`src/rtl/sprite_motion_writer.sv`:
```
// Keeps one fighter's position, facing and vertical motion. Once per frame it updates them and
// repacks the 160-bit sprite_data word that the pixel-side hit-test/index logic reads.
module sprite_motion_writer #(
  parameter logic        [15:0] INIT_X    = 16'd320,
  parameter logic        [15:0] GROUND_Y  = 16'd100,
  parameter logic        [15:0] X_MIN     = 16'd0,
  parameter logic        [15:0] X_MAX     = 16'd639,
  parameter logic        [15:0] Y_MAX     = 16'd355,
  parameter logic        [15:0] SPR_W     = 16'd256,
  parameter logic        [15:0] SPR_H     = 16'd125,
  parameter logic        [15:0] RUN_SPEED = 16'd4,
  parameter logic signed [7:0]  JUMP_VEL  = 8'sd12,
  parameter logic signed [7:0]  GRAVITY   = 8'sd1,
  parameter logic signed [7:0]  MAX_FALL  = 8'sd12
) (
  input  logic         clock,
  input  logic         reset_n,
  input  logic         frame_tick,
  input  logic         move_left,
  input  logic         move_right,
  input  logic         jump,
  input  logic         load_en,
  input  logic [15:0]  load_x,
  input  logic [15:0]  load_y,
  output logic [159:0] sprite_data,
  output logic         data_valid,
  output logic         busy,
  output logic         airborne,
  output logic         overrun
);

  typedef enum logic [1:0] {GROUNDED, RISING, FALLING} vstate_t;
  typedef enum logic [1:0] {M_HOLD, M_RISE, M_FALL} vmode_t;

  vstate_t            state_q;
  logic        [15:0] x_q;
  logic        [15:0] y_q;
  logic signed [7:0]  vy_q;
  logic               facing_q;
  logic               airborne_q;

  logic               left_q;
  logic               right_q;
  logic               jump_q;
  logic               s1_q;
  logic               s2_q;
  vmode_t             mode_q;
  logic signed [7:0]  vadd_q;
  logic signed [7:0]  vyafter_q;

  logic               busy_q;
  logic               valid_q;
  logic               overrun_q;

  logic               accept;
  logic signed [7:0]  vdec;
  logic signed [7:0]  vfall;
  vmode_t             mode_d;
  logic signed [7:0]  vadd_d;
  logic signed [7:0]  vyafter_d;

  logic        [15:0] ysum;
  logic        [16:0] xinc;
  logic        [15:0] x_d;
  logic        [15:0] y_d;
  logic signed [7:0]  vy_d;
  vstate_t            state_d;
  logic               facing_d;

  logic        [15:0] ld_x;
  logic        [15:0] ld_y;
  logic               ld_fall;

  assign accept = frame_tick && !busy_q;
  assign vdec   = vy_q - GRAVITY;
  assign vfall  = (vdec < -MAX_FALL) ? -MAX_FALL : vdec;

  // First stage: decide which velocity moves Y this frame and what vy becomes afterwards.
  always_comb begin
    mode_d    = M_HOLD;
    vadd_d    = '0;
    vyafter_d = '0;
    case (state_q)
      GROUNDED: begin
        if (jump_q) begin
          mode_d    = M_RISE;
          vadd_d    = JUMP_VEL;
          vyafter_d = JUMP_VEL - GRAVITY;
        end
      end
      RISING: begin
        mode_d    = M_RISE;
        vadd_d    = vy_q;
        vyafter_d = vy_q - GRAVITY;
      end
      FALLING: begin
        mode_d    = M_FALL;
        vadd_d    = vfall;
        vyafter_d = vfall;
      end
      default: begin
        mode_d = M_HOLD;
      end
    endcase
  end

  assign ysum = y_q + {{8{vadd_q[7]}}, vadd_q};
  assign xinc = {1'b0, x_q} + {1'b0, RUN_SPEED};

  // Second stage: apply the motion, clamp to the stage and settle the vertical state.
  always_comb begin
    x_d      = x_q;
    facing_d = facing_q;
    y_d      = y_q;
    vy_d     = vy_q;
    state_d  = state_q;

    if (left_q && !right_q) begin
      facing_d = 1'b0;
      x_d      = (x_q >= X_MIN + RUN_SPEED) ? x_q - RUN_SPEED : X_MIN;
    end else if (right_q && !left_q) begin
      facing_d = 1'b1;
      x_d      = (xinc <= {1'b0, X_MAX}) ? xinc[15:0] : X_MAX;
    end

    case (mode_q)
      M_RISE: begin
        if (ysum > Y_MAX) begin
          y_d     = Y_MAX;
          vy_d    = '0;
          state_d = FALLING;
        end else begin
          y_d     = ysum;
          vy_d    = vyafter_q;
          state_d = (vyafter_q <= 8'sd0) ? FALLING : RISING;
        end
      end
      M_FALL: begin
        // A long fall can wrap Y below zero, so the landing test is signed.
        if ($signed(ysum) <= $signed(GROUND_Y)) begin
          y_d     = GROUND_Y;
          vy_d    = '0;
          state_d = GROUNDED;
        end else begin
          y_d     = ysum;
          vy_d    = vyafter_q;
          state_d = FALLING;
        end
      end
      default: begin
        y_d     = GROUND_Y;
        vy_d    = '0;
        state_d = GROUNDED;
      end
    endcase
  end

  assign ld_x    = (load_x <= X_MIN) ? X_MIN : ((load_x > X_MAX) ? X_MAX : load_x);
  assign ld_y    = (load_y <= GROUND_Y) ? GROUND_Y : ((load_y > Y_MAX) ? Y_MAX : load_y);
  assign ld_fall = (ld_y > GROUND_Y);

  // Respawn wins over everything and discards any half-finished frame update.
  always_ff @(posedge clock or negedge reset_n) begin
    if (!reset_n) begin
      state_q    <= GROUNDED;
      x_q        <= INIT_X;
      y_q        <= GROUND_Y;
      vy_q       <= '0;
      facing_q   <= 1'b1;
      airborne_q <= 1'b0;
      left_q     <= 1'b0;
      right_q    <= 1'b0;
      jump_q     <= 1'b0;
      s1_q       <= 1'b0;
      s2_q       <= 1'b0;
      mode_q     <= M_HOLD;
      vadd_q     <= '0;
      vyafter_q  <= '0;
      busy_q     <= 1'b0;
      valid_q    <= 1'b0;
      overrun_q  <= 1'b0;
    end else if (load_en) begin
      s1_q       <= 1'b0;
      s2_q       <= 1'b0;
      busy_q     <= 1'b0;
      x_q        <= ld_x;
      y_q        <= ld_y;
      vy_q       <= '0;
      state_q    <= ld_fall ? FALLING : GROUNDED;
      airborne_q <= ld_fall;
      valid_q    <= 1'b1;
    end else begin
      s1_q    <= accept;
      s2_q    <= s1_q;
      busy_q  <= accept || s1_q || s2_q;
      valid_q <= s2_q;
      if (frame_tick && busy_q) begin
        overrun_q <= 1'b1;
      end
      if (accept) begin
        left_q  <= move_left;
        right_q <= move_right;
        jump_q  <= jump;
      end
      if (s1_q) begin
        mode_q    <= mode_d;
        vadd_q    <= vadd_d;
        vyafter_q <= vyafter_d;
      end
      if (s2_q) begin
        x_q        <= x_d;
        y_q        <= y_d;
        vy_q       <= vy_d;
        facing_q   <= facing_d;
        state_q    <= state_d;
        airborne_q <= (state_d != GROUNDED);
      end
    end
  end

  assign sprite_data = {69'd0, facing_q, 26'd0, x_q, y_q, SPR_W, SPR_H};
  assign data_valid  = valid_q;
  assign busy        = busy_q;
  assign airborne    = airborne_q;
  assign overrun     = overrun_q;

endmodule

```
`config.mk`:
```
export PLATFORM = sky130hd
export DESIGN_NAME = sprite_motion_writer
export DESIGN_NICKNAME = d
export VERILOG_FILES = /design/src/rtl/sprite_motion_writer.sv
export SDC_FILE = /design/constraint.sdc
export NUM_CORES = 1
export LEC_CHECK = 0
export CORE_MARGIN = 8
export CORE_UTILIZATION = 30
export DETAILED_ROUTE_END_ITERATION = 10
export HOLD_SLACK_MARGIN = 0.15
export SETUP_SLACK_MARGIN = 0.4
export SLEW_MARGIN = 20
export SYNTH_ARGS = -nofsm -noshare
export SYNTH_HDL_FRONTEND = slang
export SYNTH_SLANG_ARGS = --single-unit
```
`constraint.sdc`:
```
create_clock -name clock -period 5.6 [get_ports clock]
set_input_delay 0.84 -clock clock [delete_from_list [all_inputs] [get_ports clock]]
set_output_delay 0.84 -clock clock [all_outputs]
set_load 0.03 [all_outputs]
```
==> impl_metrics.yaml, run 1 <==
global_route:
  grtUsageTotal_pct: 13.7
  grt_start_max_net_pins: 71
  grt_pass1_wl_um: 27000
  overflow: 0
  gr-usage-met2_pct: 21.9
  use_met3_pct: 3.89
  antenna_found_initial: 0
  grt_pass1_vias: 5017
  grt.busiest_layer: "met2"
  grtUsageMet1_pct: 17.6
routing:
  vias: 5238
  first_iter_violations: 378
  wirelength_um: 17600
  avgViaCountPerCell: 4.85
  detail-route-antenna-nets: 0
  post_drt_wl_per_cell_um: 16.3
  drc: 0
  drtPass1Iterations: 5
cells_and_area:
  synthToLayoutAreaGrowth_pct: 13.3
  nets: 875
  layout-drive-gt1-share_pct: 6.26
  diodes: 0
sta:
  fmax_ghz: 0.234
  finalHoldViolations: 0
  clock_skew_ns: 0.0106
  fin_tns_setup_ns: 0
  setup_viol: 0
  rsz0062_at_grt: "no"
  hold-worst-slack_ns: 0.467
  finalMaxSlewViolations: 0
  period_needed_ns: 4.28
  max_slew_margin_pct: 35.3
  tightest_slew_ns: 0.963
  fin_crit_sh_pct: 76.5
floorplan:
  fp.dieW_um: 158
  core_area_mm2: 0.0196
  dieArea_mm2: 0.0248
  initial_core_util_pct: 30.7
  io_pins: 203
  die_y_um: 158
  rows: 51
clock_network:
  cts_setup_buffers: 0
  ctsResizeCount: 0
  root_buffer: "clkbuf_16"
  clock_latency_ns: 0.35
  cts_buffers: 9
  clock-sinks: 70
  path_clk_slew_ns: 0.06
  hold_buffers: 0
  clock_path_buffers: 2
  cts_tree: "yes"
  h-tree-depth: 3
synth:
  netlist_area_mm2: 0.00601
  synth_ff_type: "dfrtp_1"
  yosys.area.top_type: "dfrtp_1"
  synth_top_cell_area_share_pct: 26.7
  yosys_register_bits: 70
  synth_area_leaders: "dfrtp_1 (27%), buf_4 (16%), o21ai_0 (6.4%), ha_1 (5.2%), nand2_1 (4.3%)"
  ys_async_sr_fraction_pct: 100
  synth-edff-count: 0
  synthAdderAreaFrac_pct: 5.54
  yosysWarnings: 0
  syn_inst: 750
  synth_seq_area_share_pct: 29.3
  post_synth.cell_area_avg_um2: 8.01
  synth_compound_area_share_pct: 23.4
  synthSimpleGateAreaFrac_pct: 18.5
  synth-xor-area-share_pct: 2.19
  synth_top_family_by_area: "compound AO/OA/AOI/OAI gates"
  yosys-mux-area-fraction_pct: 0.916
  synth_cell_types: 74
pwr:
  p_seq_share_pct: 30.3
  p_switching_uw: 942
  switching_share_pct: 42.5
  power_density_mw_per_mm2: 326
  power.internal_uw: 1280
  p_clk_share_pct: 26.7
  ir_worst_vdd_mv: 0.127
  combinationalPowerShare_pct: 43.0
  power_uw: 2220
  p_leak_uw: 0.00304
worst_setup_path:
  worstPathRequired_ns: 5.79
  crit_fanout: 16
  cp-start-kind: "flop"
  arrival_ns: 4.48
  path_class: "reg -> reg"
  r2r_setup_slack_ns: 1.32
  end_kind: "flop"
place:
  io_buffers: 75
  gp_congestion: 0.893
  hpwl_um: 13700
status:
  outcome: "finished, final reports clean"
hold_path:
  min_path_type: "reg -> reg"
flow_run:
  cap_violations: 0
[kinds of logic (layout without fill, tap and decap cells)]
kind of cell,Yosys count,after routing
simple gates,227,227
buf+inv,188,128
other cells,2,127
xor+xnor,15,15
flops,70,70
mux,5,5
fa+ha+maj,26,26
compound gates,217,217
[state kept, by name, summed over array words and instances (netlist names), 2 cells and up]
name,flops
vy_q,8
vadd_q,8
x_q,16
state_q,2
vyafter_q,8
mode_q,2
y_q,16
[per-stage QoR]
stage / cells / setup WS (ns) / utilization, % / instance area (um2)
after global placement: 1064 / 1.49 / 33.2 / 6500
after global routing: 1080 / 1.06 / 34.7 / 6810
after detailed placement: 1064 / 1.39 / 33.2 / 6500
after CTS: 1080 / 1.39 / 34.7 / 6810
after floorplan: 875 / 1.98 / - / 6480
final: 1080 / 1.32 / 34.7 / 6810
[layer usage]
metal / wire length, um / part of all wire [%]
met5: 0 / 0
met4: 276 / 1.6
met3: 1480 / 8.4
met2: 8140 / 46
met1: 7750 / 44
[path summary, 6_finish.rpt]
kind	startpoint	to	cells after the start
max	y_q[0]	y_q[4]	11
min	overrun	overrun	1
max reg2reg	y_q[0]	y_q[4]	11
min reg2reg	overrun	overrun	1
max in group asynchronous	reset_n	y_q[11]	1
min in group asynchronous	reset_n	x_q[5]	1
[placed cells by master (no fill, tap or decap), drive strengths merged, types with 9 or more instances in the layout]
cell type / instances
nor2: 52
a21oi: 43
conb: 127
o31ai: 13
ha: 25
o21ai: 85
nor3: 21
clkdlybuf4s50: 74
a21o: 9
inv: 34
or3: 9
nand3: 21
dfrtp: 64
clkbuf: 10
nand2: 69
[worst max-delay path, cell delays in order, from the launching register on]
cell	delay [ns]
dfrtp_1	0.40
ha_1	0.24
fa_1	0.42
a21o_1	0.18
a221oi_2	0.41
nor3_1	0.13
or4_4	0.54
a222oi_1	0.61
nand3_1	0.18
and3_4	0.25
o21ai_4	0.58
o21ai_0	0.17
[power groups by stage]
stage | Sequential, uW | Clock [uW] | Combinational [uW]
floorplan | 678 | 0 | 754
global placement | 677 | 0 | 943
detailed placement | 680 | 0 | 939
CTS | 672 | 605 | 948
global route | 684 | 634 | 1050
finish | 671 | 591 | 954
[synth_stat cells (6+ instances only)]
library cell,n
a211oi_1,6
a21o_1,9
a21oi_1,43
a31oi_1,8
and3_1,6
buf_4,128
clkbuf_1,23
dfrtp_1,64
dfstp_2,6
ha_1,25
inv_1,32
nand2_1,69
nand2b_1,8
nand3_1,21
nand4_1,6
nor2_1,52
nor2b_1,7
nor3_1,21
o21ai_0,77
o21ai_2,7
o31ai_1,13
or3_1,9
xnor2_1,7
xor2_1,8
[layout make-up]
class	instances	area, um2
Clock buffer	10	239
Clock inverter	6	67.6
Fill cell	2068	12800
Inverter	34	128
Multi-Input combinational cell	617	3510
Sequential cell	70	1760
Tap cell	265	332
Timing Repair Buffer	78	771
No activity file was read; power rests on OpenSTA's default activity.
==> inputs of run 2 (changes only) <==
- clock period: 5.6 -> 4.36 ns (I/O delays scaled with it)
==> impl_metrics.yaml, run 2 (same netlist as run 1, synthesis figures left out) <==
sta:
  fin_crit_sh_pct: 84.4
  tightest_slew_ns: 0.923
  fmax_ghz: 0.272
  period_needed_ns: 3.68
  finalHoldViolations: 0
  fin_ws_ns: 0.680
  setup_viol: 0
  fin_tns_setup_ns: 0
  max_slew_margin_pct: 38.5
  clock_skew_ns: 0.0118
  hold-worst-slack_ns: 0.443
  rsz0062_at_grt: "no"
  finalMaxSlewViolations: 0
clock_network:
  clock-sinks: 70
  path_clk_slew_ns: 0.06
  h-tree-depth: 3
  clock_path_buffers: 2
  hold_buffers: 0
  cts_buffers: 9
  cts_tree: "yes"
  root_buffer: "clkbuf_16"
  clock_latency_ns: 0.34
floorplan:
  initial_core_util_pct: 30.7
  die_y_um: 158
  io_pins: 203
  rows: 51
  dieArea_mm2: 0.0248
  core_area_mm2: 0.0196
  fp.dieW_um: 158
global_route:
  grtUsageTotal_pct: 13.6
  grt_pass1_vias: 4855
  grt_start_max_net_pins: 71
  overflow: 0
  grt_pass1_wl_um: 26600
  antenna_found_initial: 0
cells_and_area:
  synthToLayoutAreaGrowth_pct: 14.5
  nets: 880
  final_cell_area_mm2: 0.00688
  layout-drive-gt1-share_pct: 6.95
  final_cells: 1085
  fillers: 2104
  layout_common_cells: "conb_1 (127), o21ai_0 (77), clkdlybuf4s50_1 (74)"
  diodes: 0
  final_common_cell: "conb_1"
  top_regs: "x_q x16, y_q x16"
worst_setup_path:
  r2r-start: "y_q[0]"
  crit_end: "y_q[3]"
  crit_fanout: 16
  worstPathRequired_ns: 4.60
  critPathLaunch: "y_q[0]"
  cp-start-kind: "flop"
  arrival_ns: 3.92
  path_class: "reg -> reg"
  reg2reg_depth: 14
  worstReg2RegEnd: "y_q[3]"
  end_kind: "flop"
  r2r_setup_slack_ns: 0.68
place:
  post-place-cells: 1067
  io_buffers: 75
  hpwl_um: 13800
  gp_congestion: 0.905
  post_dp_cell_area_mm2: 0.00652
  dpl_worst_slack_ns: 0.529
routing:
  detail-route-antenna-nets: 0
  wirelength_um: 17800
  drtPass1Iterations: 5
  drc: 0
  avgViaCountPerCell: 4.87
  post_drt_wl_per_cell_um: 16.4
  vias: 5288
  first_iter_violations: 324
hold_path:
  min_path_type: "in -> async"
pwr:
  ir_worst_vdd_mv: 0.167
  power_density_mw_per_mm2: 426
  p_leak_uw: 0.00308
status:
  outcome: "finished, final reports clean"
flow_run:
  cap_violations: 0
==> run 2: cell count changes in the layout (fill, tap and decap cells not counted) <==
cell | previous run | this run
buf_4 | 4 | 9
inv_6 | 2 | 0
a2111oi_0 | 3 | 2
a2111oi_1 | 0 | 1
bufinv_16 | 1 | 2
clkbuf_8 | 1 | 2
clkinv_4 | 0 | 1
clkinvlp_4 | 2 | 1
nor2_1 | 52 | 51
nor2_2 | 0 | 1
==> run 2: critical path, cell delays in order, from the launching register on <==
cell	delay (ns)
dfrtp_1	0.40
ha_1	0.23
fa_1	0.42
a21o_1	0.18
a221oi_2	0.27
buf_4	0.19
o311ai_0	0.14
or3_1	0.37
a221oi_2	0.35
nand4b_1	0.14
buf_4	0.18
nor2_2	0.14
o21ai_4	0.06
buf_4	0.25
o31ai_1	0.24
==> run 2: power by group <==
part / internal, uW / switching [uW] / total [uW]
Combinational: 437 / 810 / 1250
Sequential: 752 / 107 / 858
Clock: 532 / 295 / 827
==> run 2: cell type report <==
cell class | instances | area, um2 | share of cell area (%)
multi-input cells | 617 | 3510 | 51.1
flip-flops and latches | 70 | 1760 | 25.6
repair buffers | 83 | 808 | 11.8
well taps | 265 | 332 | 4.82
clock buffers | 11 | 253 | 3.68
inverters | 34 | 128 | 1.86
clock inverters | 5 | 81.3 | 1.18
==> run 2: metrics by stage <==
step                      total power (uW)  util, %
final                                 2930     35.1
after floorplan                       1840        -
after global placement                2100     33.3
after detailed placement              2090     33.3
after CTS                             2930     35.0
after global routing                  3110     35.1
==> run 2: routing by layer <==
layer	track usage (%)	vias to the layer above	share of wire (%)
li1	-	2544	-
met1	17.8	2489	43
met2	21.5	240	45
met3	4.09	15	10
met4	3.63	0	1.2
met5	0	-	0
==> run 2: repair_timing <==
action	4_1_cts	5_1_grt
endpoints found under the setup margin	0	21
resized for setup	0	2
buffers inserted	0	2
==> run 2: how the worst min path moves through the flow <==
stage                 start  endpoint  slack [ns]
floorplan           reset_n  airborne        0.36
global placement    overrun   overrun        0.46
detailed placement  overrun   overrun        0.46
CTS                 overrun   overrun        0.47
global route        overrun   overrun        0.49
finish              reset_n    y_q[8]        0.44
